--- src/rtl/fp_operand_loader.sv ---
// Byte-serial loader that assembles two IEEE 754 single-precision operands, MSB byte first,
// and classifies each operand so the multiplier can short-circuit its special cases.
module fp_operand_loader #(
    parameter int unsigned TIMEOUT_CYCLES = 0
) (
    input  logic        clk,
    input  logic        reset,
    input  logic [7:0]  byte_in,
    input  logic        byte_valid,
    output logic        byte_ready,
    output logic [31:0] dataA,
    output logic [31:0] dataB,
    output logic        op_valid,
    input  logic        op_ready,
    output logic [2:0]  classA,
    output logic [2:0]  classB,
    output logic        timeout_err
);

    typedef enum logic [1:0] {
        IDLE    = 2'd0,
        LOAD_A  = 2'd1,
        LOAD_B  = 2'd2,
        PRESENT = 2'd3
    } state_e;

    localparam logic [15:0] TIMEOUT_LIMIT = 16'(TIMEOUT_CYCLES);
    localparam logic        TIMEOUT_EN    = (TIMEOUT_CYCLES != 0);

    state_e      state_q;
    logic [1:0]  byteCnt_q;
    logic [15:0] idleCnt_q;
    logic [31:0] shA_q;
    logic [23:0] shB_q;
    logic [31:0] dataA_q;
    logic [31:0] dataB_q;
    logic [2:0]  classA_q;
    logic [2:0]  classB_q;
    logic        opValid_q;
    logic        timeoutErr_q;

    logic        accept;
    logic        frameBusy;
    logic        timeoutHit;
    logic [31:0] wordB_d;

    // Subnormals count as zero because the multiplier assumes a hidden leading 1.
    function automatic logic [2:0] classify(input logic [7:0] expo, input logic [22:0] mant);
        logic [2:0] cls;
        cls = 3'b000;
        if (expo == 8'h00) begin
            cls = 3'b001;
        end else if (expo == 8'hFF) begin
            cls = (mant == 23'd0) ? 3'b010 : 3'b100;
        end
        return cls;
    endfunction

    assign byte_ready = (state_q == LOAD_A) || (state_q == LOAD_B);
    assign accept     = byte_valid && byte_ready;
    assign frameBusy  = ((state_q == LOAD_A) && (byteCnt_q != 2'd0)) || (state_q == LOAD_B);
    assign timeoutHit = TIMEOUT_EN && frameBusy && !accept && ((idleCnt_q + 16'd1) == TIMEOUT_LIMIT);

    // Only the low three bytes of B need storing; the final byte comes straight from the input.
    assign wordB_d = {shB_q, byte_in};

    always_ff @(posedge clk or posedge reset) begin
        if (reset) begin
            state_q      <= IDLE;
            byteCnt_q    <= 2'd0;
            idleCnt_q    <= 16'd0;
            shA_q        <= 32'd0;
            shB_q        <= 24'd0;
            dataA_q      <= 32'd0;
            dataB_q      <= 32'd0;
            classA_q     <= 3'b000;
            classB_q     <= 3'b000;
            opValid_q    <= 1'b0;
            timeoutErr_q <= 1'b0;
        end else begin
            timeoutErr_q <= 1'b0;
            case (state_q)
                IDLE: begin
                    state_q <= LOAD_A;
                end
                LOAD_A, LOAD_B: begin
                    if (accept) begin
                        byteCnt_q <= byteCnt_q + 2'd1;
                        idleCnt_q <= 16'd0;
                        if (state_q == LOAD_A) begin
                            shA_q <= {shA_q[23:0], byte_in};
                            if (byteCnt_q == 2'd3) begin
                                state_q <= LOAD_B;
                            end
                        end else begin
                            shB_q <= {shB_q[15:0], byte_in};
                            if (byteCnt_q == 2'd3) begin
                                dataA_q   <= shA_q;
                                dataB_q   <= wordB_d;
                                classA_q  <= classify(shA_q[30:23], shA_q[22:0]);
                                classB_q  <= classify(wordB_d[30:23], wordB_d[22:0]);
                                opValid_q <= 1'b1;
                                state_q   <= PRESENT;
                            end
                        end
                    end else if (timeoutHit) begin
                        state_q      <= LOAD_A;
                        byteCnt_q    <= 2'd0;
                        idleCnt_q    <= 16'd0;
                        shA_q        <= 32'd0;
                        shB_q        <= 24'd0;
                        timeoutErr_q <= 1'b1;
                    end else if (frameBusy) begin
                        if (idleCnt_q != 16'hFFFF) begin
                            idleCnt_q <= idleCnt_q + 16'd1;
                        end
                    end else begin
                        idleCnt_q <= 16'd0;
                    end
                end
                PRESENT: begin
                    idleCnt_q <= 16'd0;
                    if (op_ready) begin
                        opValid_q <= 1'b0;
                        state_q   <= LOAD_A;
                    end
                end
                default: begin
                    state_q <= IDLE;
                end
            endcase
        end
    end

    assign dataA       = dataA_q;
    assign dataB       = dataB_q;
    assign classA      = classA_q;
    assign classB      = classB_q;
    assign op_valid    = opValid_q;
    assign timeout_err = timeoutErr_q;

endmodule

--- config.mk ---
export PLATFORM = sky130hd
export DESIGN_NAME = fp_operand_loader
export DESIGN_NICKNAME = d
export VERILOG_FILES = /design/src/rtl/fp_operand_loader.sv
export SDC_FILE = /design/constraint.sdc
export NUM_CORES = 1
export LEC_CHECK = 0
export ABC_AREA = 1
export CELL_PAD_IN_SITES_DETAIL_PLACEMENT = 0
export CELL_PAD_IN_SITES_GLOBAL_PLACEMENT = 1
export CORE_MARGIN = 10
export CORE_UTILIZATION = 43
export CTS_CLUSTER_SIZE = 8
export DETAILED_ROUTE_END_ITERATION = 10
export GPL_ROUTABILITY_DRIVEN = 0
export HOLD_SLACK_MARGIN = 0.05
export PLACE_DENSITY_LB_ADDON = 0.1
export SLEW_MARGIN = 20
export SYNTH_ARGS = -nofsm -noshare
export SYNTH_HDL_FRONTEND = slang
export SYNTH_SLANG_ARGS = --single-unit
--- constraint.sdc ---
create_clock -name clk -period 7.8 [get_ports clk]
set_input_delay 1.17 -clock clk [delete_from_list [all_inputs] [get_ports clk]]
set_output_delay 1.17 -clock clk [all_outputs]
set_load 0.005 [all_outputs]
* Yosys cells after proc, flatten, opt, wreduce, memory -nomap -nowiden
Index checks and enable logic that the tools add are counted.
Storage, ports and cells: flip-flop bits (word level) 131, input bits 12
Cells by class: $add $sub $neg 1, equality and inequality tests 10, multiplexer cells 17, bitwise gates (word level) 1, reductions and logical operators 15
Operators with widths (number):
- $logic_not A23 Y1 | 2
- $mux W3 | 6
- $eq A8 B8 Y1 const B | 2
- $logic_not A8 Y1 | 2
- $mux W2 | 5
- $reduce_and A3 Y1 | 3
- $ne A2 B2 Y1 const B | 4
- $eq A2 B2 Y1 const B | 3
- $pmux W2 S3 | 1
- $reduce_and A5 Y1 | 1
- $mux W1 | 4
- $reduce_and A4 Y1 | 1
- $add A2 B1 Y2 const B | 1
- $eq A2 B1 Y1 const B | 1
- $logic_not A2 Y1 | 1
- $pmux W1 S2 | 1
- $reduce_and A2 Y1 | 1
- $reduce_bool A2 Y1 | 1
- $reduce_or A2 Y1 | 1
- $logic_and A1 B1 Y1 | 1
- $logic_or A1 B1 Y1 | 1
- $not A1 Y1 | 1

* Logic depth before layout (Yosys ltp)
Gate-level depths: netlist of the first run.
word-level depth 5, gate-level depth with buffers 8, depth with buffers taken out 8

* Least setup slack after synthesis of the first run
Ideal clock, no wire load.
path type input to register, from input byte_valid, to register dataB_q[24], in the netlist dataB[24], library setup time 117 ps, data arrival time 2008 ps, path slack 5676 ps, stages 7, cells stage by stage inv_1 -> nor3_4 -> nand2_2 -> buf_6 -> buf_2 -> nand2_1 -> nand2_1
On the way: word-level cells in the longest chain between the ends 2
Ends and longest elaborated chain:
- from (decl) | line 9 | input logic byte_valid,
- $logic_and A1 B1 Y1 | line 60 | assign accept = byte_valid && byte_ready;
- $reduce_and A4 Y1 (no source line)
- to (signal assigned) | line 99 | dataB_q <= wordB_d;
- to (decl) | line 36 | logic [31:0] dataB_q;
Every way passes these cells. A chain may end at the register's enable or synchronous reset.

* Worst setup path after layout of the first run
from input byte_valid, to register classA_q[0], in the netlist classA[0]
On the way: word-level cells in the longest chain between the ends 2
Ends and longest elaborated chain:
- $logic_and A1 B1 Y1 | line 60
- $reduce_and A4 Y1 (no source line)
- to (signal assigned) | line 100 | classA_q <= classify(shA_q[30:23], shA_q[22:0]);
- to (decl) | line 37 | logic [2:0] classA_q;
Every way passes these cells.

==> impl_metrics.yaml, run 1 <==
floorplan:
  coreArea_um2: 12000
  die_area_um2: 17000
  start_util_pct: 43.8
  rows: 40
  io_pins: 85
  die_x_um: 131
  die_h_um: 131
status:
  status: "finished, final reports clean"
sta:
  rsz0062_at_grt: "false"
  finalSetupViolations: 0
  fin_skew_ns: 0.00501
  fmax_mhz: 310
  tightest_slew_ns: 0.909
  fin_crit_ns: 3.22
  drv_slew: 0
  fin_ws_ns: 4.58
  tns_ns: 0
  fin_crit_sh_pct: 41.3
  max_slew_margin_pct: 39.4
  hold_viol: 0
route:
  met3_length_um: 703
  drcViolationCount: 0
  post_drt_wl_per_cell_um: 13.9
  vias_per_cell: 4.76
  wl_met2_mm: 4.82
  topRoutingLayerUsed: "met4"
  ant_nets: 0
  finalWirelength_mm: 11.4
  dr.pass1.iters: 4
  drt-met1-wl_mm: 5.73
  drt_iter0_drc: 292
  vias: 3904
global_routing:
  first_global_vias: 3815
  grt_remaining_overflow: 0
  grt_pass1_wl_mm: 18.9
  antenna_found_initial: 0
  grt_util_all_layers_pct: 14.0
  grt_max_degree: 90
synth:
  synth_common_cells: "nand2_1, dfrtp_1, inv_1"
  ys_seq_elements: 131
  synth_edf_count: 0
  async_flop_share_pct: 100
  synth.distinct_cells: 20
  syn-num-nets: 595
  yosysMostFrequentCell: "nand2_1"
  yosys.area.top_type_share_pct: 62.4
  synth_top_area_cell: "dfrtp_1"
  synthCells: 579
  synth_area_leaders: "dfrtp_1, nand2_1, o21ai_1"
  syn_avg_cell_area_um2: 9.08
  synth-main-ff-cell: "dfrtp_1"
  ys_seq_area_share_pct: 62.4
  yosysWarningCount: 0
  syn-cell-area_um2: 5260
setup_path:
  crit_fanout: 89
  crit_required_ns: 8.10
  arrival_ns: 3.52
  end_kind: "register"
  crit_type: "input port to register"
  critPathLaunchType: "input port"
  regToRegSetupSlack_ns: 5.06
clock_tree:
  path_clk_slew_ns: 0.06
  h-tree-depth: 4
  cts_num_sinks: 131
  cts_resized: 0
  cts_setup_buffers: 0
  clk_latency_ns: 0.41
  cts_tree: "done"
  cts_buffer_depth: 2
  cts_made_buffers: 17
  cts_hold_buf: 0
  cts_root_buffer: "clkbuf_16"
min_path:
  hold_path.class: "register to register"
place:
  io_buffers: 83
  dp_hpwl_mm: 7.95
  post-place-ws_ns: 4.14
  dp.cells: 788
pwr:
  p_leak_nw: 3.20
  power_mw: 2.92
  power_density_nw_per_um2: 430
  ir_worst_vdd_mv: 0.162
finish:
  stdcell_count: 820
  drive_gt1_share_pct: 5.79
  antenna_cells: 0
  area.growth.synth_to_final_pct: 29.1
  finalNetCount: 676
run:
  maxCapViolCount: 0
-- cells in the final DEF, fill, tap and decap left out, types with 5 or more instances in the layout --
| master | n |
|---|---|
| o21ai_0 | 58 |
| dfrtp_1 | 131 |
| clkinv_2 | 5 |
| nor2_1 | 39 |
| nand2_1 | 175 |
| clkdlybuf4s50_1 | 83 |
| inv_1 | 70 |
| o21ai_1 | 60 |
| clkbuf_16 | 17 |
-- stage by stage --
step / instance area, um2 / util, % / hold WS (ns)
floorplan: 5260 / - / 0.442
global route: 6790 / 56.5 / 0.502
global placement: 6150 / 51.2 / 0.463
finish: 6790 / 56.5 / 0.480
detailed placement: 6150 / 51.2 / 0.465
CTS: 6790 / 56.5 / 0.479
-- where the power goes --
part	internal [mW]	switching, mW	leakage [nW]	total [mW]
clock network	0.566	0.280	0.316	0.846
registers	0.962	0.183	1.70	1.15
logic	0.453	0.474	1.19	0.927
total	1.98	0.938	3.20	2.92
-- layer usage --
metal  vias to the layer above  track usage (%)
met4                         0             6.15
li1                       1966                -
met3                        14             4.92
met1                      1841             18.8
met5                         -                0
met2                        83             20.0
-- registers in the layout, indices dropped and copies added, names as in the netlist, 2 cells and up --
name	flops
shA_q	32
byteCnt_q	2
state_q	2
shB_q	24
dataB	32
classA	3
classB	3
dataA	32
-- worst max-delay path: stages --
cell	delay, ns
clkdlybuf4s50_1	0.45
inv_1	0.12
nor3_4	0.04
buf_4	0.26
nand2_4	0.37
buf_4	0.70
inv_1	0.23
nand2_1	0.13
nand2_1	0.05
-- cell families after synthesis --
| group | Yosys count | synth area share (%) |
|---|---|---|
| and+or+nand+nor | 226 | 16.8 |
| DFF | 131 | 62.4 |
| AOI/OAI and AO/OA | 119 | 11.4 |
| buffers and inverters | 96 | 8.09 |
| adders and majority gates | 4 | 0.952 |
| other | 1 | 0.0713 |
| xor gates and xnor gates | 1 | 0.167 |
| muxes | 1 | 0.214 |
-- area by class of cell --
cell class	count	area (um2)
Timing Repair Buffer	87	861
Fill cell	1095	5230
Clock buffer	22	484
Sequential cell	131	3280
Clock inverter	10	153
Tap cell	147	184
Multi-Input combinational cell	352	1560
Inverter	71	269
-- final timing paths --
kind / endpoint / depth (start not counted) / start
setup / recovery: classA[0] / 9 / byte_valid
hold / removal: byteCnt_q[0] / 1 / byteCnt_q[0]
setup reg to reg: classA[0] / 9 / state_q[0]
hold reg to reg: byteCnt_q[0] / 1 / byteCnt_q[0]
max in group asynchronous: dataA[10] / 3 / reset
min in group asynchronous: dataA[31] / 2 / reset
Note: power is estimated with default switching activity, not from simulation.
==> run 2: changes to the inputs <==
- CORE_UTILIZATION: 43 -> 36
- clock period: 7.8 -> 2.8 ns (I/O delays scaled with it)
==> run 2 against run 1 <==
  * Worst setup slack worse by 4.1 ns
  * Sequential share of layout area decreased by 0.80 points
  * Die area increased by 16%
  * Via count down 0.61%
  * Count of clock-buffer cells in the layout fell by 5
  * Register-to-register slack worse by 4.3 ns
  * Core utilization shrank 8.7 points
  * Total power grew to 2.8 times the previous value
  * Global-route usage decreased by 1.4 points
  * Routed wire length is 5.6% higher
  * Critical path type is now register to primary output
  * Critical endpoint is now byte_ready
==> impl_metrics.yaml, run 2 (synthesis gave the netlist of run 1 again) <==
finish:
  area.growth.synth_to_final_pct: 31.3
  antenna_cells: 0
  stdcell_count: 859
  final_cell_mix: "nand2_1, dfrtp_1, clkdlybuf4s50_1"
  finalNetCount: 678
  final_common_cell: "nand2_1"
  drive_gt1_share_pct: 6.22
place:
  dp_hpwl_mm: 8.48
  io_buffers: 83
  dp.cells: 827
route:
  drcViolationCount: 0
  ant_nets: 0
  post_drt_wl_per_cell_um: 14.0
  finalWirelength_mm: 12.0
  vias_per_cell: 4.52
  dr.pass1.iters: 4
  drt_iter0_drc: 308
  vias: 3880
run:
  maxCapViolCount: 0
setup_path:
  r2r_end: "dataB[19]"
  worst-r2r-cell-count: 7
  arrival_ns: 1.89
  end_kind: "primary output"
  regToRegSetupSlack_ns: 0.78
  reg2reg_from: "state_q[0]"
  crit_type: "register to primary output"
  critPathLaunchType: "register"
  crit_required_ns: 2.38
  crit_fanout: 4
floorplan:
  rows: 44
  die_area_um2: 19800
  coreArea_um2: 14400
  start_util_pct: 36.4
  die_h_um: 141
  io_pins: 85
  die_x_um: 141
sta:
  tns_ns: 0
  fin_crit_sh_pct: 82.4
  max_slew_margin_pct: 62.3
  finalSetupViolations: 0
  drv_slew: 0
  rsz0062_at_grt: "false"
  hold_viol: 0
  fin_skew_ns: 0.00841
  fmax_mhz: 433
  fin_crit_ns: 2.31
  tightest_slew_ns: 0.565
global_routing:
  grt_pass1_wl_mm: 20.2
  grt_util_all_layers_pct: 12.6
  first_global_vias: 3863
  grt_remaining_overflow: 0
  grt_max_degree: 105
  antenna_found_initial: 0
clock_tree:
  cts_made_buffers: 17
  path_clk_slew_ns: 0.05
  cts_buffer_depth: 2
  cts_hold_buf: 0
  cts_num_sinks: 131
  h-tree-depth: 4
  cts_root_buffer: "clkbuf_16"
  cts_resized: 0
  clk_latency_ns: 0.41
  cts_tree: "done"
  cts_setup_buffers: 0
min_path:
  hold_depth: 2
  hold_path.class: "register to register"
  hp-start: "classA[0]"
  hold_end: "classA[0]"
pwr:
  power_density_nw_per_um2: 1200
  p_leak_nw: 3.22
  ir_worst_vdd_mv: 0.393
status:
  status: "finished, final reports clean"
-- run 2: power by group --
| part | switching (mW) | total, mW | internal, mW | leakage, nW |
|---|---|---|---|---|
| clock network | 0.809 | 2.47 | 1.66 | 0.322 |
| logic | 1.34 | 2.62 | 1.28 | 1.21 |
| registers | 0.516 | 3.20 | 2.68 | 1.70 |
-- run 2: worst max path at each step --
| stage | startpoint | to | depth (start not counted) |
|---|---|---|---|
| global placement | byte_valid | dataB[10] | 7 |
| floorplan | reset | byteCnt_q[0] | 1 |
| detailed placement | byte_valid | dataB[19] | 7 |
| CTS | state_q[0] | byte_ready | 4 |
| global route | state_q[0] | byte_ready | 4 |
| finish | state_q[0] | byte_ready | 4 |
-- run 2: routing by layer --
metal | vias to the layer above | track usage, % | part of all wire [%]
li1 | 1979 | - | -
met1 | 1806 | 16.7 | 49
met2 | 80 | 17.8 | 43
met3 | 15 | 4.84 | 6.2
met4 | 0 | 5.43 | 1.7
met5 | - | 0 | 0
-- run 2: final cells by class --
cell class / instances / area (um2)
Timing Repair Buffer: 89 / 901
Clock inverter: 15 / 238
Sequential cell: 131 / 3280
Multi-Input combinational cell: 352 / 1560
Clock buffer: 17 / 425
Fill cell: 1406 / 7520
Tap cell: 184 / 230
Inverter: 71 / 270
-- run 2: stage by stage --
step | hold slack (ns) | power [mW] | cell area (um2) | setup WS (ns) | util, %
detailed placement | 0.468 | 5.90 | 6240 | 0.637 | 43.2
finish | 0.477 | 8.28 | 6900 | 0.492 | 47.8
global route | 0.497 | 8.94 | 6900 | 0.382 | 47.8
CTS | 0.482 | 8.43 | 6900 | 0.444 | 47.8
global placement | 0.458 | 5.84 | 6240 | 0.685 | 43.2
floorplan | 0.442 | 4.57 | 5260 | 0.757 | -
-- run 2: critical path: stages (launching register included) --
cell and delay [ns]:
dfrtp_1 0.40, inv_1 0.06, ha_1 0.36, inv_1 0.14, clkdlybuf4s50_1 0.52
